$ cat config.mk
export PLATFORM = sky130hd
export DESIGN_NAME = md_unit
export DESIGN_NICKNAME = d
export VERILOG_FILES = /design/src/rtl/md_pkg.sv /design/src/rtl/md_decode.sv /design/src/rtl/md_unit.sv
export SDC_FILE = /design/constraint.sdc
export NUM_CORES = 1
export LEC_CHECK = 0
export BUFFER_PORTS_ARGS = -buffer_cell sky130_fd_sc_hd__buf_2
export CAP_MARGIN = 10
export CORE_MARGIN = 3
export CORE_UTILIZATION = 26
export CTS_CLUSTER_DIAMETER = 40
export DETAILED_ROUTE_END_ITERATION = 16
export PLACE_DENSITY_LB_ADDON = 0.12
export RECOVER_POWER = 50
export SLEW_MARGIN = 10
export SYNTH_ARGS = -nofsm -noshare
export SYNTH_HDL_FRONTEND = slang
export SYNTH_SLANG_ARGS = --single-unit
export TNS_END_PERCENT = 20
$ cat constraint.sdc
create_clock -name clock -period 19.27 [get_ports clock]
set_input_delay 2.8905 -clock clock [delete_from_list [all_inputs] [get_ports clock]]
set_output_delay 2.8905 -clock clock [all_outputs]
set_load 0.005 [all_outputs]
$ cat src/rtl/md_pkg.sv
// Shared constants and state encoding for the RV32M multiply/divide unit.
// Also used by the hazard unit through md_decode.
package md_pkg;

    localparam int XLEN  = 32;
    localparam int CNT_W = 5;

    localparam logic [6:0] OPC_OP     = 7'b0110011;
    localparam logic [6:0] F7_MULDIV  = 7'b0000001;

    localparam logic [2:0] F3_MUL    = 3'b000;
    localparam logic [2:0] F3_MULH   = 3'b001;
    localparam logic [2:0] F3_MULHSU = 3'b010;
    localparam logic [2:0] F3_MULHU  = 3'b011;
    localparam logic [2:0] F3_DIV    = 3'b100;
    localparam logic [2:0] F3_DIVU   = 3'b101;
    localparam logic [2:0] F3_REM    = 3'b110;
    localparam logic [2:0] F3_REMU   = 3'b111;

    typedef enum logic [1:0] {
        IDLE = 2'd0,
        DONE = 2'd1,
        BUSY = 2'd2
    } md_state_t;

endpackage

$ cat src/rtl/md_decode.sv
// Combinational M-extension decode: recognises RV32M ops and classifies
// them by kind, operand signedness and which product half is returned.
module md_decode
    import md_pkg::*;
(
    input  logic [31:0] insn,
    output logic        is_md,
    output logic        is_div,
    output logic        is_rem,
    output logic        sign_a_used,
    output logic        sign_b_used,
    output logic        upper_half
);

    logic [2:0] funct3;
    logic       unused_insn_bits;

    assign funct3           = insn[14:12];
    assign unused_insn_bits = ^{insn[24:15], insn[11:7]};

    assign is_md  = (insn[6:0] == OPC_OP) && (insn[31:25] == F7_MULDIV);
    assign is_div = funct3[2];
    assign is_rem = funct3[2] & funct3[1];

    // rs1 is signed for MULH, MULHSU, DIV, REM; rs2 only for MULH, DIV, REM.
    assign sign_a_used = (funct3 == F3_MULH) || (funct3 == F3_MULHSU) ||
                         (funct3 == F3_DIV)  || (funct3 == F3_REM);
    assign sign_b_used = (funct3 == F3_MULH) || (funct3 == F3_DIV) ||
                         (funct3 == F3_REM);
    assign upper_half  = ~funct3[2] & (funct3[1:0] != 2'b00);

endmodule

$ cat src/rtl/md_unit.sv
// Iterative RV32M multiply/divide unit in X: stalls D/X while a 32-step
// shift-add multiply or restoring divide runs, then presents one result cycle.
module md_unit
    import md_pkg::*;
#(
    parameter int XLEN  = 32,
    parameter int CNT_W = 5
) (
    input  logic            clock,
    input  logic            reset,
    input  logic [31:0]     i_insn,
    input  logic [XLEN-1:0] i_regfile_A,
    input  logic [XLEN-1:0] i_regfile_B,
    input  logic            i_flush,
    output logic            o_is_md,
    output logic            o_stall,
    output logic            o_busy,
    output logic            o_result_valid,
    output logic [XLEN-1:0] o_result
);

    localparam logic [CNT_W-1:0] CNT_LAST = CNT_W'(XLEN - 1);
    localparam logic [XLEN-1:0]  INT_MIN  = {1'b1, {(XLEN-1){1'b0}}};

    md_state_t state, state_next;

    logic dec_div, dec_rem, sign_a_used, sign_b_used, dec_upper;

    md_decode u_decode (
        .insn        (i_insn),
        .is_md       (o_is_md),
        .is_div      (dec_div),
        .is_rem      (dec_rem),
        .sign_a_used (sign_a_used),
        .sign_b_used (sign_b_used),
        .upper_half  (dec_upper)
    );

    logic [CNT_W-1:0]  cnt;
    logic              div_q, rem_q, upper_q, neg_q;
    logic [XLEN-1:0]   a_mag, b_mag;
    logic [2*XLEN-1:0] acc;

    logic            sign_a, sign_b, start, div_zero, div_ovf, special;
    logic [XLEN-1:0] a_abs, b_abs, special_val;

    assign sign_a   = i_regfile_A[XLEN-1] & sign_a_used;
    assign sign_b   = i_regfile_B[XLEN-1] & sign_b_used;
    assign a_abs    = sign_a ? -i_regfile_A : i_regfile_A;
    assign b_abs    = sign_b ? -i_regfile_B : i_regfile_B;
    assign start    = (state == IDLE) & o_is_md & ~i_flush;
    assign div_zero = (i_regfile_B == '0);
    assign div_ovf  = sign_b_used & (i_regfile_A == INT_MIN) & (i_regfile_B == '1);
    assign special  = dec_div & (div_zero | div_ovf);

    always_comb begin
        special_val = '0;
        if (div_zero)
            special_val = dec_rem ? i_regfile_A : '1;
        else
            special_val = dec_rem ? '0 : INT_MIN;
    end

    // acc holds {high, multiplier} for multiply and {remainder, quotient} for divide.
    logic [XLEN:0]     mul_sum, div_trial;
    logic [2*XLEN-1:0] mul_next, div_next, acc_step, prod_signed;
    logic [XLEN-1:0]   mul_res, div_raw, div_res, final_res;

    assign mul_sum     = {1'b0, acc[2*XLEN-1:XLEN]} + (acc[0] ? {1'b0, a_mag} : '0);
    assign mul_next    = {mul_sum, acc[XLEN-1:1]};
    assign div_trial   = acc[2*XLEN-1:XLEN-1] - {1'b0, b_mag};
    assign div_next    = div_trial[XLEN] ? {acc[2*XLEN-2:0], 1'b0}
                                         : {div_trial[XLEN-1:0], acc[XLEN-2:0], 1'b1};
    assign acc_step    = div_q ? div_next : mul_next;
    assign prod_signed = neg_q ? -acc_step : acc_step;
    assign mul_res     = upper_q ? prod_signed[2*XLEN-1:XLEN] : prod_signed[XLEN-1:0];
    assign div_raw     = rem_q ? acc_step[2*XLEN-1:XLEN] : acc_step[XLEN-1:0];
    assign div_res     = neg_q ? -div_raw : div_raw;
    assign final_res   = div_q ? div_res : mul_res;

    always_ff @(negedge clock or posedge reset) begin
        if (reset) state <= IDLE;
        else       state <= state_next;
    end

    // DONE never stalls so the D/X latch advances and the op is not re-issued.
    always_comb begin
        state_next     = state;
        o_stall        = 1'b0;
        o_busy         = 1'b0;
        o_result_valid = 1'b0;
        case (state)
            IDLE: begin
                o_stall = o_is_md & ~i_flush;
                if (start) state_next = special ? DONE : BUSY;
            end
            BUSY: begin
                o_busy  = 1'b1;
                o_stall = ~i_flush;
                if (i_flush)              state_next = IDLE;
                else if (cnt == CNT_LAST) state_next = DONE;
            end
            DONE: begin
                o_result_valid = ~i_flush;
                state_next     = IDLE;
            end
            default: state_next = IDLE;
        endcase
    end

    always_ff @(negedge clock or posedge reset) begin
        if (reset) begin
            cnt      <= '0;
            div_q    <= 1'b0;
            rem_q    <= 1'b0;
            upper_q  <= 1'b0;
            neg_q    <= 1'b0;
            a_mag    <= '0;
            b_mag    <= '0;
            acc      <= '0;
            o_result <= '0;
        end else begin
            case (state)
                IDLE: if (start) begin
                    div_q   <= dec_div;
                    rem_q   <= dec_rem;
                    upper_q <= dec_upper;
                    neg_q   <= dec_rem ? sign_a : (sign_a ^ sign_b);
                    a_mag   <= a_abs;
                    b_mag   <= b_abs;
                    cnt     <= '0;
                    acc     <= {{XLEN{1'b0}}, (dec_div ? a_abs : b_abs)};
                    if (special) o_result <= special_val;
                end
                BUSY: if (!i_flush) begin
                    acc <= acc_step;
                    cnt <= cnt + CNT_W'(1);
                    if (cnt == CNT_LAST) o_result <= final_res;
                end
                default: ;
            endcase
        end
    end

endmodule

## Word level (Yosys, flattened, before mapping)

Cells that the tools add are included.

| word-level totals | value |
|---|---|
| flip-flop bits (word level) | 171 |
| output and inout bits | 36 |

| operators by class | value |
|---|---|
| add/subtract/negate cells | 7 |
| multiplexer cells | 34 |
| reductions and logical operators | 14 |
| bitwise logic cells | 14 |
| equality and inequality tests | 16 |

Operators by type and width:

| operator | number |
|---|---|
| 32-bit two-way mux | 15 |
| 64-bit two-way mux | 5 |
| 64-bit case mux with 2 select lines | 1 |
| 32-bit negator | 3 |
| 32-bit == test, second input constant | 2 |
| 64-bit negator | 1 |
| 32-bit case mux with 2 select lines | 1 |
| 32-bit by 32-bit adder with 33-bit output | 1 |
| 33-bit by 32-bit subtractor with 33-bit output | 1 |
| 32-bit logical NOT | 1 |
| 1-bit bitwise AND | 10 |
| 5-bit two-way mux | 2 |
| 5-bit case mux with 2 select lines | 1 |
| 2-bit two-way mux | 4 |
| 2-bit != test, second input constant | 4 |
| 7-bit by 1-bit == test with 1-bit output, second input constant | 1 |
| 7-bit by 6-bit == test with 1-bit output, second input constant | 1 |
| 3-bit == test, second input constant | 2 |
| 5-bit by 1-bit adder with 5-bit output, second input constant | 1 |
| 5-bit == test, second input constant | 1 |
| 1-bit logical OR | 5 |
| 5-bit AND reduction | 1 |
| 2-bit case mux with 2 select lines | 1 |
| 2-bit AND reduction | 2 |
| 14 further kinds | 18 |

## Longest topological paths before layout

| depth | value |
|---|---|
| depth in word-level cells | 10 |
| mapped depth | 24 |
| depth with buffers taken out | 23 |

## Cells and area by module

A second synthesis with hierarchy kept.

| second synthesis, totals | value |
|---|---|
| cell total of the unflattened synthesis | 2477 |
| area, all modules | 18371.4 um2 |

Modules (own cells, without submodules):

| module | cells each | sequential area each (um2) | area each (um2) | instances |
|---|---|---|---|---|
| md_unit | 2465 | 4279.1 | 18281.3 | 1 |
| md_decode | 12 | 0.0 | 90.1 | 1 |

==> impl_results.html <==
<table>
<tr><th>Metric</th><th>Value</th></tr>
<tr><th colspan="2">Run status</th></tr>
<tr><td>Run status</td><td>finished, violations left</td></tr>
<tr><td>Failing checks</td><td>max-capacitance violations, max-slew violations</td></tr>
<tr><th colspan="2">Drt</th></tr>
<tr><td>First-pass detailed-route iteration total</td><td>7</td></tr>
<tr><td>Detail Route Antenna Nets</td><td>0</td></tr>
<tr><td>Post-detailed-route DRC marker count</td><td>0</td></tr>
<tr><td>Post-DR vias/cell</td><td>5.71</td></tr>
<tr><td>Via count</td><td>19100</td></tr>
<tr><td>Wire length per cell</td><td>27.1 um</td></tr>
<tr><td>Drt total wl</td><td>90500 um</td></tr>
<tr><td>Number of violations reported at the end of detailed-routing iteration 0</td><td>1829</td></tr>
<tr><th colspan="2">Floorplanning</th></tr>
<tr><td>Starting density of the core</td><td>26.5%</td></tr>
<tr><td>Die Footprint</td><td>72200 um^2</td></tr>
<tr><td>Vertical extent of the die</td><td>269 um</td></tr>
<tr><td>Core Area</td><td>67800 um^2</td></tr>
<tr><td>Horizontal die dimension</td><td>269 um</td></tr>
<tr><td>Rows</td><td>95</td></tr>
<tr><td>Io pins</td><td>135</td></tr>
<tr><th colspan="2">Clock tree</th></tr>
<tr><td>Clock tree sinks</td><td>171</td></tr>
<tr><td>Post-CTS clock slew at the launch and capture registers of the worst setup and hold paths</td><td>0.05 ns</td></tr>
<tr><td>Hold-fix buffers at CTS</td><td>0</td></tr>
<tr><td>Buffer cell driving the clock tree root</td><td>clkbuf_16</td></tr>
<tr><td>Clock latency on the worst-skew pair</td><td>0.46 ns</td></tr>
<tr><td>Cells resized by post-CTS repair</td><td>0</td></tr>
<tr><td>H-tree level count</td><td>4</td></tr>
<tr><td>CTS tree</td><td>yes</td></tr>
<tr><td>Worst-case clock buffer depth</td><td>2</td></tr>
<tr><td>Post-CTS setup-driven buffer insertion count</td><td>0</td></tr>
<tr><td>CTS Buf Count</td><td>17</td></tr>
<tr><th colspan="2">Timing</th></tr>
<tr><td>Worst Tran Pin Value</td><td>3.46 ns</td></tr>
<tr><td>Max Slew Vio Count</td><td>66</td></tr>
<tr><td>Setup clock skew after layout</td><td>0.0120 ns</td></tr>
<tr><td>Slew headroom</td><td>-132%</td></tr>
<tr><td>RSZ-0062 raised after global routing</td><td>false</td></tr>
<tr><td># setup viols final</td><td>0</td></tr>
<tr><td>Total negative setup slack</td><td>0 ns</td></tr>
<tr><td>Final hold violation count</td><td>0</td></tr>
<tr><td>WHS</td><td>0.422 ns</td></tr>
<tr><th colspan="2">Global routing</th></tr>
<tr><td>M1 GR Usage</td><td>33.0%</td></tr>
<tr><td>Number of global-route vias before repair</td><td>18000</td></tr>
<tr><td>Global routing usage on met2</td><td>41.3%</td></tr>
<tr><td>Met3 routing resource usage after global routing</td><td>2.67%</td></tr>
<tr><td>Wire length of the first global-routing pass</td><td>130000 um</td></tr>
<tr><td>Largest net degree at the start of global routing</td><td>110</td></tr>
<tr><td>Peak-usage layer in the global routing report</td><td>met2</td></tr>
<tr><td>Antenna violations before repair</td><td>1</td></tr>
<tr><td>Global-route congestion overflow total</td><td>0</td></tr>
<tr><td>Aggregate global-route resource usage</td><td>24.9%</td></tr>
<tr><th colspan="2">Power</th></tr>
<tr><td>Part of the power in registers</td><td>40.7%</td></tr>
<tr><td>LEAKAGE</td><td>8.46 nW</td></tr>
<tr><td>Total power density per cell area</td><td>46.0 nW/um^2</td></tr>
<tr><td>Part of the total power dissipated in the clock network</td><td>43.8%</td></tr>
<tr><td>Switching fraction of total power</td><td>32.3%</td></tr>
<tr><td>P_int</td><td>620 uW</td></tr>
<tr><td>Total Power</td><td>916 uW</td></tr>
<tr><td>Share of total power in combinational logic</td><td>15.5%</td></tr>
<tr><td>IR Drop Worst-Case VDD</td><td>0.0757 mV</td></tr>
<tr><td>Reported net switching power</td><td>295 uW</td></tr>
<tr><th colspan="2">Worst setup path</th></tr>
<tr><td>Element type at the critical path start</td><td>primary input</td></tr>
<tr><td>Worst setup path category</td><td>primary input to flip-flop</td></tr>
<tr><td>Critical-path cell list</td><td>buf_2 -&gt; nand2b_1 -&gt; o21ai_0 -&gt; buf_4 -&gt; and2_1 -&gt; and3_1 -&gt; and4_1 -&gt; o21ai_0 -&gt; nor2_1 -&gt; a21oi_1 -&gt; or3_1 -&gt; buf_4 -&gt; nor2_1 -&gt; buf_4 -&gt; o21ai_0 -&gt; a221oi_1 -&gt; a211o_1</td></tr>
<tr><td>Slowest Stage Delay on Critical Path</td><td>0.68 ns</td></tr>
<tr><td>Critical-path cell with the highest stage delay</td><td>a221oi_1</td></tr>
<tr><td>Worst-case register-to-register setup slack</td><td>12.11 ns</td></tr>
<tr><td>Crit. path cell count</td><td>17</td></tr>
<tr><td>Family with the most delay on the worst path</td><td>simple AND/OR/NAND/NOR gates</td></tr>
<tr><td>Endpoint of the most critical setup path</td><td>o_result[19]$_DFFE_NP0P_</td></tr>
<tr><td>Reg-to-Reg Start</td><td>acc[31]$_DFFE_NP0P_</td></tr>
<tr><td>Required time at the endpoint of the critical path</td><td>10.12 ns</td></tr>
<tr><td>Number of cells on the worst reg-to-reg path</td><td>24</td></tr>
<tr><td>Data arrival, critical path</td><td>7.47 ns</td></tr>
<tr><td>Max FO, Critical Path</td><td>35</td></tr>
<tr><td>Critical register-to-register path endpoint</td><td>o_result[28]$_DFFE_NP0P_</td></tr>
<tr><td>Critical Path End Type</td><td>flip-flop</td></tr>
<tr><td>First element of the critical path</td><td>i_insn[14]</td></tr>
<tr><td>Number of buffer and inverter stages on the critical path</td><td>4</td></tr>
<tr><th colspan="2">Cells and area</th></tr>
<tr><td>Sequential Area</td><td>4280 um^2</td></tr>
<tr><td>Layout area overhead</td><td>11.0%</td></tr>
<tr><td>Area of the multi-input gates</td><td>12800 um^2</td></tr>
<tr><td>Layout cell share with drive strength beyond 1</td><td>10.2%</td></tr>
<tr><td>Final nets</td><td>2622</td></tr>
<tr><td>Fill cell total of the finished layout</td><td>7436</td></tr>
<tr><th colspan="2">Synth</th></tr>
<tr><td>Nets in the synthesized netlist</td><td>2600</td></tr>
<tr><td>Top flip-flop cell by instance count after synthesis</td><td>dfrtn_1</td></tr>
<tr><td>Number of distinct library cells after synthesis</td><td>103</td></tr>
<tr><td>Async set or reset register ratio after synthesis</td><td>100%</td></tr>
<tr><td>Sequential cell area fraction in the yosys report</td><td>23.9%</td></tr>
<tr><td>Post-synth EDFFs</td><td>0</td></tr>
<tr><td>Number of standard cells after synthesis</td><td>2428</td></tr>
<tr><td>Synthesized area divided by synthesized cell count</td><td>7.39 um^2</td></tr>
<tr><td>Flops &amp; latches, synth</td><td>171</td></tr>
<tr><td>Synthesis Warnings</td><td>0</td></tr>
<tr><td>Mapped cell area</td><td>17900 um^2</td></tr>
<tr><th colspan="2">Worst hold path</th></tr>
<tr><td>Cells on Worst Hold Path</td><td>2</td></tr>
<tr><td>Type of the worst min-delay path</td><td>flip-flop to flip-flop</td></tr>
<tr><th colspan="2">Place</th></tr>
<tr><td>GPL Wtd Cong</td><td>0.903</td></tr>
<tr><td>Quantity of I/O buffers inserted on ports</td><td>119</td></tr>
<tr><td>Placed wire-length estimate</td><td>71000 um</td></tr>
<tr><th colspan="2">Flow run</th></tr>
<tr><td>Max-Cap Viols</td><td>1</td></tr>
</table>
==> worst register-to-register path: cells and delay by family, from the launching register on <==
kind	cells	cell delay, ns
AOI/OAI and AO/OA	8	2.12
adders and majority gates	3	1.08
DFF	1	0.37
and+or+nand+nor	9	2.79
xor gates and xnor gates	1	0.10
buffers and inverters	3	0.54
==> per-stage QoR <==
step                      cell area (um^2)  setup slack, ns  util, %  std cells
after floorplan                      17900             2.29        -       2428
after global placement               19300             2.41     28.5       3304
after detailed placement             19300             2.34     28.5       3304
after CTS                            19900             2.84     29.4       3336
after global routing                 19900             2.49     29.4       3336
final                                19900             2.66     29.4       3337
==> layout by cell type, fill, tap and decap left out, types with 18 or more instances in the layout <==
master    instances
o31ai_1          34
ha_1             71
nand2b_1         23
and2_1           56
nand2_1         297
a21oi_1         190
and3_1           20
inv_1            63
nand3_1          57
buf_2           101
o21ai_0         282
nand4_1          27
o211ai_1         35
a211oi_1         22
a21o_1           37
or3_1            30
xnor2_1          92
xor2_1           74
a31oi_1          39
nor3_1           70
clkbuf_1         18
mux2_2           27
nor2_1          207
buf_4            35
dfrtn_1         171
mux2i_1          56
o21a_1           18
==> synth_stat cells (all sizes together), types with 57 or more instances <==
cell	number	area, um^2
nand2	297	1110
o21ai	285	1440
nor2	209	785
a21oi	191	960
dfrtn	171	4280
clkbuf	119	447
xnor2	92	806
xor2	74	648
nor3	73	388
ha	71	888
inv	66	248
nand3	58	295
mux2i	57	574
==> power by group through the flow <==
stage	clock network, mW	logic (mW)	registers, mW
4_1_cts	0.410	0.143	0.372
3_3_place_gp	0	0.143	0.379
5_1_grt	0.422	0.152	0.373
3_5_place_dp	0	0.143	0.379
6_report	0.401	0.142	0.373
2_1_floorplan	0	0.0719	0.375
==> sequential cells by signal, summed over array words and instances, names as in the netlist <==
| name | flops |
|---|---|
| state | 2 |
| rem_q | 1 |
| div_q | 1 |
| acc | 64 |
| o_result | 32 |
| a_mag | 32 |
| upper_q | 1 |
| neg_q | 1 |
| b_mag | 32 |
| cnt | 5 |
==> worst min path at each step <==
stage                             startpoint                        to  slack, ns
floorplan              a_mag[26]$_DFFE_NP0P_     a_mag[26]$_DFFE_NP0P_       0.40
global placement    o_result[12]$_DFFE_NP0P_  o_result[12]$_DFFE_NP0P_       0.42
detailed placement  o_result[12]$_DFFE_NP0P_  o_result[12]$_DFFE_NP0P_       0.42
CTS                 o_result[12]$_DFFE_NP0P_  o_result[12]$_DFFE_NP0P_       0.42
global route        o_result[12]$_DFFE_NP0P_  o_result[12]$_DFFE_NP0P_       0.44
finish              o_result[12]$_DFFE_NP0P_  o_result[12]$_DFFE_NP0P_       0.42
==> metal layers <==
layer | part of all wire (%) | up-vias
met3 | 4.6 | 109
met2 | 47 | 657
li1 | - | 8900
met5 | 0 | -
met4 | 4.3 | 0
met1 | 44 | 9388
==> kinds of logic (layout without fill, tap and decap cells) <==
| family | Yosys count | in the layout | share of synthesized area [%] |
|---|---|---|---|
| fa+ha+maj | 73 | 73 | 5.17 |
| mux | 86 | 86 | 5.15 |
| buf+inv | 219 | 254 | 4.90 |
| compound gates | 815 | 815 | 28.6 |
| other cells | 0 | 1 | 0 |
| flops | 171 | 171 | 23.9 |
| simple gates | 898 | 898 | 24.2 |
| xor+xnor | 166 | 166 | 8.10 |
==> layout make-up <==
| class | count | share of cell area (%) |
|---|---|---|
| Sequential cell | 171 | 21.5 |
| Antenna cell | 1 | 0.0126 |
| Timing Repair Buffer | 155 | 4.30 |
| Inverter | 67 | 1.27 |
| Tap cell | 873 | 5.48 |
| Clock inverter | 12 | 0.810 |
| Clock buffer | 20 | 2.34 |
| Multi-Input combinational cell | 2038 | 64.3 |
Note: power is estimated with default switching activity, not from simulation.
